[src/rtl/onehot_rr_arbiter_pkg.sv]
// Shared types for the round-robin arbiter: FSM state encoding and one-hot to binary conversion.
package onehot_arb_pkg;

  localparam int MAX_N = 32;

  typedef enum logic {
    ST_IDLE  = 1'b0,
    ST_GRANT = 1'b1
  } arb_state_e;

  // Callers zero-extend their vector to MAX_N bits; the input is assumed one-hot or zero.
  function automatic int unsigned oh2idx(input logic [MAX_N-1:0] oh);
    int unsigned idx;
    idx = 0;
    for (int i = 0; i < MAX_N; i++) begin
      if (oh[i]) idx = unsigned'(i);
    end
    return idx;
  endfunction

endpackage

[src/rtl/onehot_rr_arbiter_if.sv]
// Request/ack/grant bundle between requesters, consumer and arbiter; i_lock exists only with ARB_LOCK_EN.
interface onehot_rr_arbiter_if #(
  parameter int N = 4
);
  localparam int IDXW = $clog2(N);

  logic [N-1:0]    i_req;
  logic            i_ack;
`ifdef ARB_LOCK_EN
  logic            i_lock;
`endif
  logic [N-1:0]    o_grant;
  logic [IDXW-1:0] o_grant_idx;
  logic            o_valid;

  modport master (
    output i_req,
    output i_ack,
`ifdef ARB_LOCK_EN
    output i_lock,
`endif
    input  o_grant,
    input  o_grant_idx,
    input  o_valid
  );

  modport slave (
    input  i_req,
    input  i_ack,
`ifdef ARB_LOCK_EN
    input  i_lock,
`endif
    output o_grant,
    output o_grant_idx,
    output o_valid
  );
endinterface

[src/rtl/onehot_rr_arbiter_rr_pick.sv]
// Combinational round-robin pick: first set request at or above ptr_i, wrapping modulo N.
module rr_pick #(
  parameter int N    = 4,
  parameter int IDXW = $clog2(N)
) (
  input  logic [N-1:0]    req_i,
  input  logic [IDXW-1:0] ptr_i,
  output logic [N-1:0]    grant_o
);

  logic            found;
  logic [IDXW-1:0] pos;
  int              pos_int;

  always_comb begin
    grant_o = '0;
    found   = 1'b0;
    pos     = '0;
    pos_int = 0;
    for (int k = 0; k < N; k++) begin
      pos_int = int'(ptr_i) + k;
      if (pos_int >= N) pos_int = pos_int - N;
      pos = IDXW'(pos_int);
      if (!found && req_i[pos]) begin
        grant_o[pos] = 1'b1;
        found        = 1'b1;
      end
    end
  end

endmodule

[src/rtl/onehot_rr_arbiter.sv]
// Round-robin arbiter producing a registered one-hot mux select, held until ack, then rotated.
// Define ARB_LOCK_EN to add i_lock, which keeps the grant across an ack for burst transfers.
module onehot_rr_arbiter
  import onehot_arb_pkg::*;
#(
  parameter int N    = 4,
  parameter int IDXW = $clog2(N)
) (
  input logic              i_clk,
  input logic              i_rst_n,
  onehot_rr_arbiter_if.slave bus
);

  arb_state_e      state_q, state_d;
  logic [N-1:0]    grant_q, grant_d;
  logic [IDXW-1:0] idx_q, idx_d;
  logic [IDXW-1:0] ptr_q, ptr_d;
  logic            valid_q;

  logic [N-1:0]     pick_req;
  logic [IDXW-1:0]  pick_ptr;
  logic [N-1:0]     pick_oh;
  logic [IDXW-1:0]  rot_ptr;
  logic             rotate;
  logic [MAX_N-1:0] grant_ext;

  rr_pick #(.N(N), .IDXW(IDXW)) u_pick (
    .req_i   (pick_req),
    .ptr_i   (pick_ptr),
    .grant_o (pick_oh)
  );

  assign rot_ptr = (idx_q == IDXW'(N - 1)) ? '0 : idx_q + IDXW'(1);

`ifdef ARB_LOCK_EN
  assign rotate = bus.i_ack && !bus.i_lock;
`else
  assign rotate = bus.i_ack;
`endif

  always_comb begin
    state_d   = state_q;
    grant_d   = grant_q;
    ptr_d     = ptr_q;
    pick_req  = bus.i_req;
    pick_ptr  = ptr_q;
    grant_ext = '0;
    case (state_q)
      ST_IDLE: begin
        if (|bus.i_req) begin
          grant_d = pick_oh;
          state_d = ST_GRANT;
        end
      end
      ST_GRANT: begin
        // The just-served source is masked so it only wins again via a fresh IDLE arbitration.
        pick_req = bus.i_req & ~grant_q;
        pick_ptr = rot_ptr;
        if (rotate) begin
          ptr_d   = rot_ptr;
          grant_d = pick_oh;
          state_d = (|pick_oh) ? ST_GRANT : ST_IDLE;
        end
      end
      default: state_d = ST_IDLE;
    endcase
    grant_ext[N-1:0] = grant_d;
    idx_d = IDXW'(oh2idx(grant_ext));
  end

  always_ff @(posedge i_clk) begin
    if (!i_rst_n) begin
      state_q <= ST_IDLE;
      grant_q <= '0;
      idx_q   <= '0;
      ptr_q   <= '0;
      valid_q <= 1'b0;
    end else begin
      state_q <= state_d;
      grant_q <= grant_d;
      idx_q   <= idx_d;
      ptr_q   <= ptr_d;
      valid_q <= |grant_d;
    end
  end

  assign bus.o_grant     = grant_q;
  assign bus.o_grant_idx = idx_q;
  assign bus.o_valid     = valid_q;

  a_req_held: assert property (@(posedge i_clk) disable iff (!i_rst_n)
    (valid_q && !bus.i_ack) |-> ((grant_q & ~bus.i_req) == '0));

endmodule

[src/flat_wrapper.sv]
// flat-port wrapper written by rule: the top's interface ports become plain ports
module onehot_rr_arbiter_flat import onehot_arb_pkg::*;
#(
  parameter int N    = 4,
  parameter int IDXW = $clog2(N)
)
  (i_clk, i_rst_n, bus_i_req, bus_i_ack, bus_o_grant, bus_o_grant_idx, bus_o_valid);
  onehot_rr_arbiter_if #(.N(N)) bus_i ();
  input logic i_clk;
  input logic i_rst_n;
  input wire logic [$bits(bus_i.i_req)-1:0] bus_i_req;
  input wire logic [$bits(bus_i.i_ack)-1:0] bus_i_ack;
  output wire logic [$bits(bus_i.o_grant)-1:0] bus_o_grant;
  output wire logic [$bits(bus_i.o_grant_idx)-1:0] bus_o_grant_idx;
  output wire logic [$bits(bus_i.o_valid)-1:0] bus_o_valid;
  assign bus_i.i_req = bus_i_req;
  assign bus_i.i_ack = bus_i_ack;
  assign bus_o_grant = bus_i.o_grant;
  assign bus_o_grant_idx = bus_i.o_grant_idx;
  assign bus_o_valid = bus_i.o_valid;
  onehot_rr_arbiter #(.N(N), .IDXW(IDXW)) u_core (.i_clk(i_clk), .i_rst_n(i_rst_n), .bus(bus_i));
endmodule
[config.mk]
export PLATFORM = sky130hd
export DESIGN_NAME = onehot_rr_arbiter_flat
export DESIGN_NICKNAME = d
export VERILOG_FILES = /design/src/rtl/onehot_rr_arbiter_pkg.sv /design/src/rtl/onehot_rr_arbiter_if.sv /design/src/rtl/onehot_rr_arbiter_rr_pick.sv /design/src/rtl/onehot_rr_arbiter.sv /design/src/flat_wrapper.sv
export SDC_FILE = /design/constraint.sdc
export NUM_CORES = 1
export LEC_CHECK = 0
export CAP_MARGIN = 20
export CELL_PAD_IN_SITES_DETAIL_PLACEMENT = 2
export CELL_PAD_IN_SITES_GLOBAL_PLACEMENT = 2
export CORE_MARGIN = 4
export CORE_UTILIZATION = 30
export CTS_BUF_LIST = sky130_fd_sc_hd__clkbuf_4 sky130_fd_sc_hd__clkbuf_8
export DETAILED_ROUTE_END_ITERATION = 10
export GPL_TIMING_DRIVEN = 0
export PLACE_DENSITY_LB_ADDON = 0.1
export SLEW_MARGIN = 15
export SYNTH_ARGS = -nofsm -noshare
export SYNTH_HDL_FRONTEND = slang
export SYNTH_SLANG_ARGS = --single-unit
[constraint.sdc]
create_clock -name i_clk -period 2.8 [get_ports i_clk]
set_clock_uncertainty 0.15 [all_clocks]
set_input_delay 0.42 -clock i_clk [delete_from_list [all_inputs] [get_ports i_clk]]
set_output_delay 0.42 -clock i_clk [all_outputs]
set_load 0.02 [all_outputs]
Word-level counts from Yosys, hierarchy flattened
Index checks and enable logic that the tools add are counted.
{ "op_classes": {"add_sub_neg": 8, "n_mux": 40, "n_bitwise": 6, "n_lt_le_gt_ge": 12, "n_reduce_logical": 14, "eq_ne": 1} }
{ "ops": {"columns": ["operator", "n"], "rows": [
  ["$mux W4", 7],
  ["$mux W2", 8],
  ["$mux W1", 15],
  ["$lt A2 B3 Y1 const B", 4],
  ["$or A4 B4 Y4", 3],
  ["$reduce_or A4 Y1", 3],
  ["$ge A3 B3 Y1 const B", 3],
  ["$bmux W1 S2", 4],
  ["$demux W1 S2", 4],
  ["$ge A2 B1 Y1 const B", 4],
  ["$pmux W4 S2", 1],
  ["$sub A2 B1 Y2 const B", 4],
  ["$logic_and A1 B1 Y1", 7],
  ["$add A2 B2 Y3 const B", 2],
  ["$and A4 B4 Y4", 1],
  ["$not A4 Y4", 1],
  ["$add A2 B1 Y3 const B", 1],
  ["$ge A2 B3 Y1 const B", 1],
  ["$logic_not A1 Y1", 3],
  ["$add A2 B1 Y2 const B", 1],
  ["$eq A2 B2 Y1 const B", 1],
  ["$pmux W1 S2", 1],
  ["$reduce_and A2 Y1", 1],
  ["$not A1 Y1", 1]
]} }
{ "word_totals": {"reg_bits": 10, "out_inout_bits": 7, "input_bits": 7, "word_cells": 86} }

Longest topological paths before layout
{ "logic_depth": {"depth_word": 22, "mapped_depth": 10, "mapped_depth_nobuf": 9} }

Cells and area by module
From an unflattened synthesis, not the netlist that was laid out.
{ "hier_totals": {"cells_unflattened": 85, "hier_area_um2": 818.3} }
{ "modules_own_cells": {"columns": ["module", "cells_per_inst", "instances", "area_each_um2", "seq_area_each_um2"], "rows": [
  ["onehot_rr_arbiter", 55, 1, 515.5, 200.2],
  ["rr_pick", 30, 1, 302.8, 0.0]
]} }

Worst setup path before layout
OpenSTA, ideal clock, no wires.
{ "synth_path": {"kind": "flip-flop to flip-flop", "startpoint": "register u_core.idx_q[0], in the netlist u_core.bus.o_grant_idx[0]", "endpoint": "register u_core.valid_q, in the netlist u_core.bus.o_valid", "slack_ps": -1, "stages_incl_launch_ff": 10, "arrival_time_ps": 2586, "setup_time_ps": 65, "required_time_ps": 2585, "n_path_buf": 0, "synth_period_minus_slack_ps": 2801, "path_cell_list": "dfxtp_1 ha_1 mux2i_1 ha_1 or3_1 a21oi_1 o21ai_0 and2_1 a31o_2 nand4_1"} }
{ "synth_via": {"elab_chain_len": 20, "word_cells_on_any_way": 67, "classes_between": "8 x add/sub; 12 x order compare; 1 x eq/ne; 32 x mux; 3 x bitwise; 11 x reduce/logical"} }
{ "synth_rtl": {"columns": ["element", "line_no", "text"], "rows": [
  ["start, declared", "onehot_rr_arbiter.sv:16", "logic [IDXW-1:0] idx_q, idx_d;"],
  ["start signal, assigned", "onehot_rr_arbiter.sv:81", "idx_q <= idx_d;"],
  ["$add A2 B1 Y2 / $eq A2 B2 Y1 (equally long branches)", "onehot_rr_arbiter.sv:33", "assign rot_ptr = (idx_q == IDXW'(N - 1)) ? '0 : idx_q + IDXW'(1);"],
  ["$mux W2 *", "onehot_rr_arbiter.sv:33", null],
  ["net u_core.rot_ptr[1]", "onehot_rr_arbiter.sv:23", "logic [IDXW-1:0] rot_ptr;"],
  ["$mux W2 *", "onehot_rr_arbiter.sv:48", "case (state_q)"],
  ["parallel branches: the longest is 13 deep, another holds $add A2 B1 Y3", null, null],
  ["$mux W4 *", "onehot_rr_arbiter_rr_pick.sv:24", "if (!found && req_i[pos]) begin"],
  ["$mux W4 (on tied branches)", "onehot_rr_arbiter.sv:59, onehot_rr_arbiter.sv:50", null],
  ["$pmux W4 S2 *", "onehot_rr_arbiter.sv:48", null],
  ["$reduce_or A4 Y1 *", "onehot_rr_arbiter.sv:83", "valid_q <= |grant_d;"],
  ["end signal, assigned", "onehot_rr_arbiter.sv:83", null],
  ["end, declared", "onehot_rr_arbiter.sv:18", "logic valid_q;"]
]} }
Mark *: on every way through the listed nets, which the timed path passes. The select of a mux whose other input is x is not followed.
A chain may end at the register's enable or synchronous reset.

Worst setup path after layout
{ "layout_path": {"startpoint": "register u_core.idx_q[0], in the netlist u_core.bus.o_grant_idx[0]", "endpoint": "register u_core.valid_q, in the netlist u_core.bus.o_valid"} }
{ "layout_via": {"elab_chain_len": 20, "word_cells_on_any_way": 67, "classes_between": "8 x add/sub; 12 x order compare; 1 x eq/ne; 32 x mux; 3 x bitwise; 11 x reduce/logical"} }
{ "layout_rtl": {"columns": ["element", "line_no"], "rows": [
  ["$add A2 B1 Y2 / $eq A2 B2 Y1 (equally long branches)", "onehot_rr_arbiter.sv:33"],
  ["$mux W2 *", "onehot_rr_arbiter.sv:33"],
  ["$mux W2 *", "onehot_rr_arbiter.sv:48"],
  ["parallel branches: the longest is 13 deep, another holds $add A2 B1 Y3", null],
  ["$mux W4 *", "onehot_rr_arbiter_rr_pick.sv:24"],
  ["$mux W4 (on tied branches)", "onehot_rr_arbiter.sv:59, onehot_rr_arbiter.sv:50"],
  ["$pmux W4 S2 *", "onehot_rr_arbiter.sv:48"],
  ["$reduce_or A4 Y1 *", "onehot_rr_arbiter.sv:83"]
]} }
Every way passes the cells marked *. The select of a mux whose other input is x is not followed.

==> impl_metrics.env <==
export IMPL_grt_overflow_total=0
export IMPL_start_util=0.327
export IMPL_crit_arrival_ns=2.64
export IMPL_cp_slowest_cell="mux4_2"
export IMPL_holdPathStages=2
export IMPL_syn_to_final_growth_pct=26.6
export IMPL_yosys_warnings=0
export IMPL_wl_per_cell_um=19.4
export IMPL_slew_headroom=0.679
export IMPL_finalNetCount=142
export IMPL_cts_root_buf="clkbuf_4"
export IMPL_h_tree_depth=1
export IMPL_avgSynthCellArea_um2=8.55
export IMPL_cts_hold_buf=0
export IMPL_final_setup_viol_count=0
export IMPL_min_from="u_core.ptr_q[1]$_SDFFE_PN0P_"
export IMPL_drive_above_1_share=0.213
export IMPL_finalCritPeriodShare=0.951
export IMPL_cts_tree="done"
export IMPL_slew_viol_final=0
export IMPL_place_gp_congestion=0.824
export IMPL_crit_fanout=10
export IMPL_clk_pin_slew_ns=0.07
export IMPL_ir_worst_vdd_mv=0.629
export IMPL_cp_start_kind="register"
export IMPL_synth_ff_latch_count=10
export IMPL_antenna_left=0
export IMPL_drc=0
export IMPL_p_total_w=0.00132
export IMPL_critPathBufInv=1
export IMPL_cts_sinks=10
export IMPL_rr_startpoint="u_core.bus.o_grant_idx[0]$_SDFF_PN0_"
export IMPL_die_y_um=63.7
export IMPL_numCtsBuffers=3
export IMPL_path_cells="nand2b_2 > and2_1 > buf_6 > ha_1 > mux4_2 > and2_4 > a221oi_4 > a31o_4 > nand4_1"
export IMPL_grt_pass1_vias=971
export IMPL_syn_nets=123
export IMPL_rsz0062_at_grt="no"
export IMPL_end_kind="register"
export IMPL_die_w_um=63.7
export IMPL_grt_antenna_before_repair=0
export IMPL_die_area_mm2=0.00406
export IMPL_stdcell_area_mm2=0.00118
export IMPL_drt_wl_total_um=3060
export IMPL_cts_buffer_depth=2
export IMPL_rrSetupSlack_ns=0.14
export IMPL_hold_path_endpoint="u_core.ptr_q[1]$_SDFFE_PN0P_"
export IMPL_seq_area_frac_synth=0.215
export IMPL_grt_usage=0.158
export IMPL_critPathKind="register to register"
export IMPL_critical_path_max_stage_delay_ns=0.40
export IMPL_drtPass1Iterations=4
export IMPL_grt_max_degree=11
export IMPL_hp_class="register to register"
export IMPL_crit_required_ns=2.78
export IMPL_critPathTopFamily="simple AND/OR/NAND/NOR gates"
export IMPL_finalHoldViolations=0
export IMPL_r2r_end="u_core.bus.o_valid$_SDFF_PN0_"
export IMPL_syn_instance_count=109
export IMPL_syn_area_um2=932
export IMPL_place_area_mm2=0.00110
export IMPL_rows=19
export IMPL_post_dp_hpwl_um=2390
export IMPL_clock_latency_ns=0.26
export IMPL_vias=896
export IMPL_port_buffers=13
export IMPL_tightest_slew_ns=0.477
export IMPL_viasPerCell=5.67
export IMPL_powerDensity_mw_per_mm2=1120
export IMPL_status="complete, no violations"
export IMPL_reg2reg_depth=9
export IMPL_power_static_leakage_nw=0.487
export IMPL_post_synth_num_cell_types=40
export IMPL_grt_pass1_wl_um=5040
export IMPL_diodes=0
export IMPL_dr_first_iter_drc_count=40
export IMPL_core_mm2=0.00285
export IMPL_fin_crit_ns=2.66
export IMPL_io_pins=14
export IMPL_max_cap_viol_count=0
export IMPL_fmaxAchievable_mhz=376
cell usage after synthesis:
cell type / instances / area (um^2)
a211o_1: 1 / 8.76
a21bo_2: 5 / 50.1
a21boi_0: 5 / 37.5
a21oi_1: 3 / 15.0
a21oi_2: 1 / 8.76
a221oi_4: 1 / 26.3
a22oi_1: 1 / 7.51
a31o_2: 1 / 8.76
a31o_4: 1 / 17.5
a31oi_1: 2 / 12.5
and2_1: 4 / 25.0
and2_4: 1 / 8.76
and3_1: 1 / 6.26
and4b_1: 1 / 10.0
buf_2: 1 / 5.00
buf_6: 1 / 11.3
dfxtp_1: 10 / 200
ha_1: 7 / 87.6
inv_1: 7 / 26.3
mux2i_1: 1 / 10.0
mux4_2: 2 / 45.0
nand2_1: 11 / 41.3
nand2b_2: 1 / 8.76
nand2b_4: 1 / 13.8
nand3_1: 4 / 20.0
nand4_1: 3 / 18.8
nor2_1: 3 / 11.3
nor2_2: 1 / 6.26
nor2b_1: 2 / 12.5
nor3_1: 3 / 15.0
o211a_1: 2 / 20.0
o211ai_1: 5 / 37.5
o21a_1: 1 / 7.51
o21ai_0: 8 / 40.0
o21ai_1: 1 / 5.00
o21bai_1: 1 / 7.51
o221ai_1: 2 / 17.5
o31ai_1: 1 / 7.51
or3_1: 1 / 6.26
or4_1: 1 / 7.51
worst max path at each step:
stage | cells past startpoint | end | from
floorplan | 9 | u_core.bus.o_valid$_SDFF_PN0_ | u_core.bus.o_grant_idx[0]$_SDFF_PN0_
global placement | 9 | u_core.bus.o_valid$_SDFF_PN0_ | u_core.state_q$_SDFF_PN0_
detailed placement | 9 | u_core.bus.o_valid$_SDFF_PN0_ | u_core.state_q$_SDFF_PN0_
CTS | 8 | u_core.bus.o_valid$_SDFF_PN0_ | bus_i_req[1]
global route | 8 | u_core.bus.o_valid$_SDFF_PN0_ | bus_i_req[2]
finish | 9 | u_core.bus.o_valid$_SDFF_PN0_ | u_core.bus.o_grant_idx[0]$_SDFF_PN0_
logic make-up after synthesis:
group,count (synthesis),share of synthesized area
AO/OA/AOI/OAI,42,0.360
adder cells (fa/ha/maj),7,0.0940
buffers and inverters,9,0.0456
flip-flops,10,0.215
multiplexers,3,0.0591
AND/OR/NAND/NOR,38,0.227
cell type report:
| class | count | area [um^2] |
|---|---|---|
| Buffer | 2 | 18.8 |
| Inverter | 7 | 26.3 |
| Multi-Input combinational cell | 90 | 719 |
| Fill cell | 331 | 1670 |
| Timing Repair Buffer | 14 | 138 |
| Tap cell | 31 | 38.8 |
| Clock buffer | 4 | 36.3 |
| Sequential cell | 10 | 203 |
sequential cells by signal, indices dropped and copies added (netlist names):
| name | cells |
|---|---|
| u_core.bus.o_valid | 1 |
| u_core.ptr_q | 2 |
| u_core.bus.o_grant_idx | 2 |
| u_core.bus.o_grant | 4 |
| u_core.state_q | 1 |
placed cells by master (no fill, tap or decap), types with 4 or more instances in the layout:
master,synthesis,final
a21bo_2,5,5
and2_1,4,4
clkdlybuf4s50_1,0,13
dfxtp_1,10,8
ha_1,7,7
inv_1,7,7
nand2_1,11,11
nand3_1,4,4
o211ai_1,5,5
o21ai_0,8,8
layer usage:
layer,up-vias,share of wire,track usage
met5,-,0,0
met4,0,0,0.0243
met3,0,0.026,0.0385
met2,13,0.49,0.261
met1,439,0.49,0.215
li1,444,-,-
metrics by stage:
| step | worst slack, ns | TNS [ns] | cells | util | hold slack, ns |
|---|---|---|---|---|---|
| 2_1_floorplan | 0.0942 | 0 | 109 | - | 0.305 |
| 3_3_place_gp | -0.272 | -1.72 | 153 | 0.387 | 0.315 |
| 3_5_place_dp | -0.370 | -2.43 | 153 | 0.387 | 0.331 |
| 4_1_cts | 0.0533 | 0 | 158 | 0.408 | 0.394 |
| 5_1_grt | 0.00979 | 0 | 158 | 0.414 | 0.451 |
| 6_report | 0.138 | 0 | 158 | 0.414 | 0.402 |
what timing repair did:
item / in CTS / in global routing
pin swaps: 0 / 0
gates resized for setup: 4 / 5
setup endpoints to repair: 8 / 7
buffers inserted: 1 / 0
worst reg2reg max path: stages, from the launching register on:
cell and delay [ns]:
dfxtp_2 0.35, nand2b_2 0.20, and2_1 0.16, buf_6 0.14, ha_1 0.32, mux4_2 0.40
and2_4 0.21, a221oi_4 0.31, a31o_4 0.21, nand4_1 0.07
report_power, final:
part / total (W) / internal [W] / switching [W] / leakage, nW
registers: 0.000270 / 0.000201 / 0.0000696 / 0.0833
logic: 0.000926 / 0.000411 / 0.000515 / 0.382
clock network: 0.000127 / 0.0000789 / 0.0000483 / 0.0210
(Power assumes the default switching activity.)
